[src/rtl/exec_pkg.sv]
// Shared operation encoding and per-op register-usage helpers for the issue controller.
package exec_pkg;

    localparam logic [3:0] OP_ADD   = 4'd0;
    localparam logic [3:0] OP_SUB   = 4'd1;
    localparam logic [3:0] OP_MUL   = 4'd2;
    localparam logic [3:0] OP_DIV   = 4'd3;
    localparam logic [3:0] OP_LOAD  = 4'd4;
    localparam logic [3:0] OP_STORE = 4'd5;

    function automatic logic op_is_legal(input logic [3:0] op);
        return op <= OP_STORE;
    endfunction

    function automatic logic op_uses_rs2(input logic [3:0] op);
        return op_is_legal(op) && (op != OP_LOAD);
    endfunction

    function automatic logic op_writes_rd(input logic [3:0] op);
        return op_is_legal(op) && (op != OP_STORE);
    endfunction

endpackage

[src/rtl/exec_issue_ctrl_mul_track_pipe.sv]
// Valid/destination shift register that shadows the fixed-latency multiplier.
module mul_track_pipe #(
    parameter int unsigned LAT = 3
) (
    input  logic       clk,
    input  logic       rst,
    input  logic       in_valid,
    input  logic [4:0] in_rd,
    output logic       out_valid,
    output logic [4:0] out_rd
);

    logic [LAT-1:0]      vld_q, vld_d;
    logic [LAT-1:0][4:0] rd_q,  rd_d;

    always_comb begin
        vld_d    = vld_q;
        rd_d     = rd_q;
        vld_d[0] = in_valid;
        rd_d[0]  = in_rd;
        for (int i = 1; i < LAT; i++) begin
            vld_d[i] = vld_q[i-1];
            rd_d[i]  = rd_q[i-1];
        end
    end

    always_ff @(posedge clk) begin
        if (rst) begin
            vld_q <= '0;
            rd_q  <= '0;
        end else begin
            vld_q <= vld_d;
            rd_q  <= rd_d;
        end
    end

    assign out_valid = vld_q[LAT-1];
    assign out_rd    = rd_q[LAT-1];

endmodule

[src/rtl/exec_issue_ctrl.sv]
// In-order single-issue controller: busy-scoreboard hazard check, dispatch to
// ALU / MUL / DIV / memory, and scoreboard retirement on unit completion.
module exec_issue_ctrl
    import exec_pkg::*;
#(
    parameter int unsigned MUL_LAT = 3,
    parameter int unsigned NREG    = 32
) (
    input  logic            clk,
    input  logic            rst,
    input  logic            dec_valid,
    input  logic [3:0]      dec_op,
    input  logic [4:0]      dec_rd,
    input  logic [4:0]      dec_rs1,
    input  logic [4:0]      dec_rs2,
    output logic            dec_ready,
    output logic [4:0]      iss_rd,
    output logic [4:0]      iss_rs1,
    output logic [4:0]      iss_rs2,
    output logic            alu_go,
    output logic            alu_sub,
    output logic            mul_go,
    output logic            mul_wb_valid,
    output logic [4:0]      mul_wb_rd,
    output logic            div_start,
    input  logic            div_done,
    output logic [4:0]      div_wb_rd,
    output logic            mem_req,
    output logic            mem_we,
    input  logic            mem_ack,
    output logic            illegal_op,
    output logic [NREG-1:0] busy
);

    logic [NREG-1:0] busy_q, busy_d;
    logic [4:0]      iss_rd_q, iss_rd_d, iss_rs1_q, iss_rs1_d, iss_rs2_q, iss_rs2_d;
    logic            alu_go_q, alu_go_d, alu_sub_q, alu_sub_d;
    logic [4:0]      alu_rd_q, alu_rd_d;
    logic            mul_go_q, mul_go_d;
    logic [4:0]      mul_rd_q, mul_rd_d;
    logic            div_start_q, div_start_d, div_pend_q, div_pend_d;
    logic [4:0]      div_rd_q, div_rd_d;
    logic            mem_req_q, mem_req_d, mem_next_q, mem_next_d, mem_we_q, mem_we_d;
    logic [4:0]      mem_rd_q, mem_rd_d;
    logic            illegal_q, illegal_d;

    logic            is_mem, hazard, accept, mem_ack_hit, mem_busy, div_hit;
    logic [NREG-1:0] set_mask, clr_mask;

    mul_track_pipe #(.LAT(MUL_LAT)) u_mul_pipe (
        .clk       (clk),
        .rst       (rst),
        .in_valid  (mul_go_q),
        .in_rd     (mul_rd_q),
        .out_valid (mul_wb_valid),
        .out_rd    (mul_wb_rd)
    );

    // An op accepted in the ack cycle waits one idle cycle (mem_next) before its request.
    assign is_mem      = (dec_op == OP_LOAD) || (dec_op == OP_STORE);
    assign mem_ack_hit = mem_req_q && mem_ack;
    assign mem_busy    = (mem_req_q && !mem_ack) || mem_next_q;
    assign div_hit     = div_pend_q && div_done;

    // busy[0] is never set, so register-0 reads and writes never stall.
    assign hazard = busy_q[dec_rs1]
                  || (op_uses_rs2(dec_op)  && busy_q[dec_rs2])
                  || (op_writes_rd(dec_op) && busy_q[dec_rd])
                  || ((dec_op == OP_DIV) && div_pend_q && !div_done)
                  || (is_mem && mem_busy);

    assign dec_ready = !rst && (!op_is_legal(dec_op) || !hazard);
    assign accept    = dec_valid && dec_ready;

    always_comb begin
        busy_d      = busy_q;
        iss_rd_d    = iss_rd_q;
        iss_rs1_d   = iss_rs1_q;
        iss_rs2_d   = iss_rs2_q;
        alu_go_d    = 1'b0;
        alu_sub_d   = 1'b0;
        alu_rd_d    = alu_rd_q;
        mul_go_d    = 1'b0;
        mul_rd_d    = mul_rd_q;
        div_start_d = 1'b0;
        div_pend_d  = div_pend_q && !div_done;
        div_rd_d    = div_rd_q;
        mem_req_d   = mem_req_q && !mem_ack;
        mem_next_d  = 1'b0;
        mem_we_d    = mem_we_q;
        mem_rd_d    = mem_rd_q;
        illegal_d   = 1'b0;
        set_mask    = '0;
        clr_mask    = '0;

        if (mem_next_q) begin
            mem_req_d = 1'b1;
        end

        if (accept) begin
            // iss_* stay frozen on the pending memory op; other units carry their own rd copy.
            if (!mem_busy) begin
                iss_rd_d  = dec_rd;
                iss_rs1_d = dec_rs1;
                iss_rs2_d = dec_rs2;
            end
            if (op_writes_rd(dec_op) && (dec_rd != 5'd0)) begin
                set_mask[dec_rd] = 1'b1;
            end
            case (dec_op)
                OP_ADD, OP_SUB: begin
                    alu_go_d  = 1'b1;
                    alu_sub_d = (dec_op == OP_SUB);
                    alu_rd_d  = dec_rd;
                end
                OP_MUL: begin
                    mul_go_d = 1'b1;
                    mul_rd_d = dec_rd;
                end
                OP_DIV: begin
                    div_start_d = 1'b1;
                    div_pend_d  = 1'b1;
                    div_rd_d    = dec_rd;
                end
                OP_LOAD, OP_STORE: begin
                    mem_we_d = (dec_op == OP_STORE);
                    mem_rd_d = dec_rd;
                    if (mem_ack_hit) mem_next_d = 1'b1;
                    else             mem_req_d  = 1'b1;
                end
                default: illegal_d = 1'b1;
            endcase
        end

        if (alu_go_q)                 clr_mask[alu_rd_q]  = 1'b1;
        if (mul_wb_valid)             clr_mask[mul_wb_rd] = 1'b1;
        if (div_hit)                  clr_mask[div_rd_q]  = 1'b1;
        if (mem_ack_hit && !mem_we_q) clr_mask[mem_rd_q]  = 1'b1;

        busy_d = (busy_q & ~clr_mask) | set_mask;
    end

    always_ff @(posedge clk) begin
        if (rst) begin
            busy_q      <= '0;
            iss_rd_q    <= '0;
            iss_rs1_q   <= '0;
            iss_rs2_q   <= '0;
            alu_go_q    <= 1'b0;
            alu_sub_q   <= 1'b0;
            alu_rd_q    <= '0;
            mul_go_q    <= 1'b0;
            mul_rd_q    <= '0;
            div_start_q <= 1'b0;
            div_pend_q  <= 1'b0;
            div_rd_q    <= '0;
            mem_req_q   <= 1'b0;
            mem_next_q  <= 1'b0;
            mem_we_q    <= 1'b0;
            mem_rd_q    <= '0;
            illegal_q   <= 1'b0;
        end else begin
            busy_q      <= busy_d;
            iss_rd_q    <= iss_rd_d;
            iss_rs1_q   <= iss_rs1_d;
            iss_rs2_q   <= iss_rs2_d;
            alu_go_q    <= alu_go_d;
            alu_sub_q   <= alu_sub_d;
            alu_rd_q    <= alu_rd_d;
            mul_go_q    <= mul_go_d;
            mul_rd_q    <= mul_rd_d;
            div_start_q <= div_start_d;
            div_pend_q  <= div_pend_d;
            div_rd_q    <= div_rd_d;
            mem_req_q   <= mem_req_d;
            mem_next_q  <= mem_next_d;
            mem_we_q    <= mem_we_d;
            mem_rd_q    <= mem_rd_d;
            illegal_q   <= illegal_d;
        end
    end

    assign busy       = busy_q;
    assign iss_rd     = iss_rd_q;
    assign iss_rs1    = iss_rs1_q;
    assign iss_rs2    = iss_rs2_q;
    assign alu_go     = alu_go_q;
    assign alu_sub    = alu_sub_q;
    assign mul_go     = mul_go_q;
    assign div_start  = div_start_q;
    assign div_wb_rd  = div_rd_q;
    assign mem_req    = mem_req_q;
    assign mem_we     = mem_we_q;
    assign illegal_op = illegal_q;

endmodule

[config.mk]
export PLATFORM = sky130hd
export DESIGN_NAME = exec_issue_ctrl
export DESIGN_NICKNAME = d
export VERILOG_FILES = /design/src/rtl/exec_pkg.sv /design/src/rtl/exec_issue_ctrl_mul_track_pipe.sv /design/src/rtl/exec_issue_ctrl.sv
export SDC_FILE = /design/constraint.sdc
export NUM_CORES = 1
export LEC_CHECK = 0
export CAP_MARGIN = 20
export CORE_MARGIN = 3
export CORE_UTILIZATION = 39
export CTS_CLUSTER_DIAMETER = 40
export DETAILED_ROUTE_END_ITERATION = 8
export GPL_TIMING_DRIVEN = 0
export PLACE_DENSITY = 0.72
export SLEW_MARGIN = 20
export SYNTH_ARGS = -nofsm -noshare
export SYNTH_HDL_FRONTEND = slang
export SYNTH_HIERARCHICAL = 1
export SYNTH_SLANG_ARGS = --single-unit
[constraint.sdc]
create_clock -name clk -period 4.15 [get_ports clk]
set_clock_uncertainty 0.2 [all_clocks]
set_input_delay 0.6225 -clock clk [delete_from_list [all_inputs] [get_ports clk]]
set_output_delay 0.6225 -clock clk [all_outputs]
set_load 0.05 [all_outputs]
==> impl_metrics.json <==
{
  "outcome": "complete, no violations",
  "grt_pass1_wl_um": 29300,
  "ys_seq_area_share_pct": 34.5,
  "start_util_pct": 40.5,
  "p_comb_share_pct": 13.1,
  "synth_compound_area_share_pct": 15.3,
  "power_frac_seq_pct": 46.9,
  "place_ws_ns": -0.747,
  "ir_worst_vdd_mv": 0.177,
  "synth_xor_xnor_area_share_pct": 0,
  "synthesis.instances": 577,
  "num_vias": 5311,
  "setup_tns_ns": 0,
  "grt_busiest_layer": "met2",
  "maxCapViolCount": 0,
  "final_antenna_net_count": 0,
  "period_share_pct": 98.0,
  "cts_buffer_depth": 2,
  "synth_fp_nets": 601,
  "synthMuxAreaShare_pct": 17.4,
  "p_per_area_mw_per_mm2": 291,
  "drc": 0,
  "synth_edf_count": 0,
  "dr.pass1.iters": 6,
  "hpwl_um": 14400,
  "setup_viol": 0,
  "clk_latency_ns": 0.36,
  "r2r_slack_ns": 0.96,
  "n_antenna_cell": 0,
  "drt_iter0_markers": 710,
  "place.gp.congestion": 0.951,
  "track_usage_pct": 24.0,
  "ys_ff_latch": 94,
  "layout-drive-gt1-share_pct": 10.4,
  "fmax_ghz": 0.246,
  "fp.dieH_um": 124,
  "relSlewSlack_pct": 19.1,
  "hold_start": "u_mul_pipe/rd_d[12]",
  "wl_per_cell_um": 22.4,
  "antenna_found_initial": 0,
  "sw_frac_of_total_pct": 27.4,
  "switchingPower_mw": 0.541,
  "holdPathStages": 1,
  "reg2reg_depth": 8,
  "setup_ws_ns": 0.0828,
  "crit_path_max_incr_delay_ns": 0.53,
  "crit_required_ns": 3.33,
  "clk_pin_slew_ns": 0.06,
  "async_reset_ff_share_pct": 0,
  "rows": 42,
  "grt_pass1_vias": 5101,
  "viasPerCell": 6.23,
  "htreeDepth": 3,
  "layout.nets": 695,
  "placed_cells": 835,
  "min_to": "u_mul_pipe/out_rd[2]",
  "dieArea_sq_mm": 0.0154,
  "synth_top_family_by_area": "simple AND/OR/NAND/NOR gates",
  "syn_avg_cell_area_sq_um": 9.45,
  "drv_slew": 0,
  "yosysUniqueCellTypes": 61,
  "critPathLaunchType": "primary input",
  "timing.critical_path.buf_inv": 4,
  "cp.arrival_ns": 3.24,
  "final_hold_viol_count": 0,
  "synth_area_sq_mm": 0.00545,
  "synthSimpleGateAreaFrac_pct": 28.4,
  "min_path_type": "reg2reg",
  "rsz0062_at_grt": "false",
  "hold_buffers": 0,
  "core_sq_mm": 0.0135,
  "internal-power_mw": 1.43,
  "grt_use_met1_pct": 30.6,
  "crit_slowest_cell": "clkdlybuf4s50_1",
  "portBuffers": 82,
  "overflow": 0,
  "yosys_most_used_dff": "dfxtp_1",
  "period_minus_slack_ns": 4.07,
  "grtUsageMet2_pct": 39.2,
  "clock_sinks": 94,
  "crit_chain": "clkdlybuf4s50_1, buf_2, buf_4, mux2i_1, o22ai_1, o22ai_1, a31oi_4, nor4b_4, buf_2",
  "synthToLayoutAreaGrowth_pct": 24.5,
  "die_x_um": 124,
  "cts_buffers": 9,
  "worstReg2RegStart": "busy[29]",
  "crit_path_end_kind": "primary output",
  "met3_usage_pct": 6.70,
  "tightest_slew_ns": 1.20,
  "drt-total-wl_um": 19100,
  "crit_type": "in2out",
  "r2r-end": "iss_rd[4]",
  "ios": 90,
  "cts_root_buffer": "clkbuf_16",
  "synthAdderAreaFrac_pct": 0,
  "holdWs_ns": 0.232,
  "utilization_pct": 50.4,
  "cts_tree": "built",
  "p_leak_nw": 2.28,
  "clockPowerShare_pct": 39.9,
  "cp_max_fo": 10,
  "grt_max_degree": 18,
  "cp_top_family": "buffers and inverters",
  "ys.warnings.count": 6,
  "instances_no_fill": 852
}
[cell usage after synthesis (2+ instances only)]
cell type	n	area [sq um]
nand3b_1	20	150
nor4b_1	2	17.5
nand2_1	43	161
dfxtp_1	94	1880
nor3_1	4	20.0
or3b_2	9	78.8
nand4_1	8	50.1
nand2b_1	20	125
or3_1	3	18.8
nor4_4	3	63.8
nor2b_1	23	144
clkbuf_1	20	75.1
and3_1	2	12.5
buf_4	2	15.0
a21oi_1	5	25.0
o22ai_1	34	213
o21ai_0	4	20.0
buf_6	5	56.3
and2b_1	7	52.6
inv_1	8	30.0
nor2_1	43	161
mux4_2	11	248
o31ai_1	32	240
buf_2	9	45.0
buf_1	4	15.0
mux2i_1	45	450
mux4_1	8	210
o221ai_1	3	26.3
and2_1	2	12.5
nand3_1	14	70.1
nor3b_1	32	240
o211ai_1	27	203
or4_1	3	22.5
[through the flow]
stage | cell area [sq um] | total power [mW]
after floorplan | 5450 | 1.11
after global placement | 6490 | 1.19
after detailed placement | 6490 | 1.20
after CTS | 6790 | 1.99
after global routing | 6790 | 2.03
final | 6790 | 1.97
[cell families (layout without fill, tap and decap cells)]
family / Yosys count / count (layout)
compound gates: 117 / 117
simple gates: 251 / 251
buf+inv: 48 / 147
flops: 94 / 94
mux: 67 / 67
[layout by cell type (no fill, tap or decap), types with 2 or more instances in the layout]
cell type,synthesis,routed
a21oi_1,5,5
dfxtp_1,94,94
nand3_1,14,14
o221ai_1,3,3
and2b_1,7,7
nand3b_1,20,20
mux2i_1,45,45
o22ai_1,34,34
nand2b_1,20,20
nor4_4,3,3
buf_6,5,5
nand4_1,8,8
inv_1,8,8
or3b_2,9,9
o31ai_1,32,32
or4_1,3,3
and2_1,2,2
nor3_1,4,4
clkbuf_16,0,9
or3_1,3,3
nor3b_1,32,32
nor2_1,43,43
and3_1,2,2
buf_2,9,9
mux4_2,11,11
o211ai_1,27,27
clkinv_2,0,2
nand2_1,43,43
mux4_1,8,8
buf_1,4,4
clkinvlp_4,0,2
buf_4,2,4
clkbuf_1,20,20
nor2b_1,23,23
nor4b_1,2,2
clkdlybuf4s50_1,0,81
o21ai_0,4,4
[layer usage]
metal | part of all wire [%] | up-vias
li1 | - | 2383
met4 | 3.4 | 0
met2 | 46 | 325
met3 | 10 | 62
met5 | 0 | -
met1 | 40 | 2541
[worst max-delay path by stage]
stage,cells past startpoint,endpoint,start
floorplan,8,mul_rd_q[1],dec_rs1[2]
global placement,9,dec_ready,dec_rd[1]
detailed placement,9,dec_ready,dec_rd[1]
CTS,9,dec_ready,dec_rd[1]
global route,9,dec_ready,dec_rd[1]
finish,9,dec_ready,dec_rd[1]
[final cells by class]
| cell class | instances | area (sq um) |
|---|---|---|
| clock inverters | 5 | 33.8 |
| clock buffers | 11 | 243 |
| repair buffers | 83 | 823 |
| multi-input cells | 435 | 3340 |
| plain buffers | 40 | 210 |
| well taps | 176 | 220 |
| inverters | 8 | 30.0 |
| fillers | 1252 | 6670 |
| flip-flops and latches | 94 | 1880 |
[what timing repair did]
item,CTS,global route
pin swaps,1,0
endpoints found under the setup margin,1,1
buffers inserted,1,0
gates resized for setup,6,4
[power by group through the flow]
| stage | clock network, mW | logic [mW] | registers, mW |
|---|---|---|---|
| final | 0.788 | 0.259 | 0.926 |
| after global routing | 0.833 | 0.272 | 0.927 |
| after CTS | 0.803 | 0.258 | 0.925 |
| after detailed placement | 0 | 0.253 | 0.946 |
| after global placement | 0 | 0.250 | 0.945 |
| after floorplan | 0 | 0.125 | 0.983 |
[sequential cells by signal (all words and copies together), names as in the netlist]
signal	flops
iss_rs2	5
div_start	1
div_pend_q	1
alu_go	1
alu_sub	1
u_mul_pipe/rd_d	10
mem_req	1
mul_go	1
alu_rd_q	5
div_wb_rd	5
mul_rd_q	5
iss_rs1	5
iss_rd	5
u_mul_pipe/out_rd	5
busy	32
illegal_op	1
mem_rd_q	5
mem_we	1
u_mul_pipe/vld_q	3
mem_next_q	1
No activity file was read; power rests on OpenSTA's default activity.
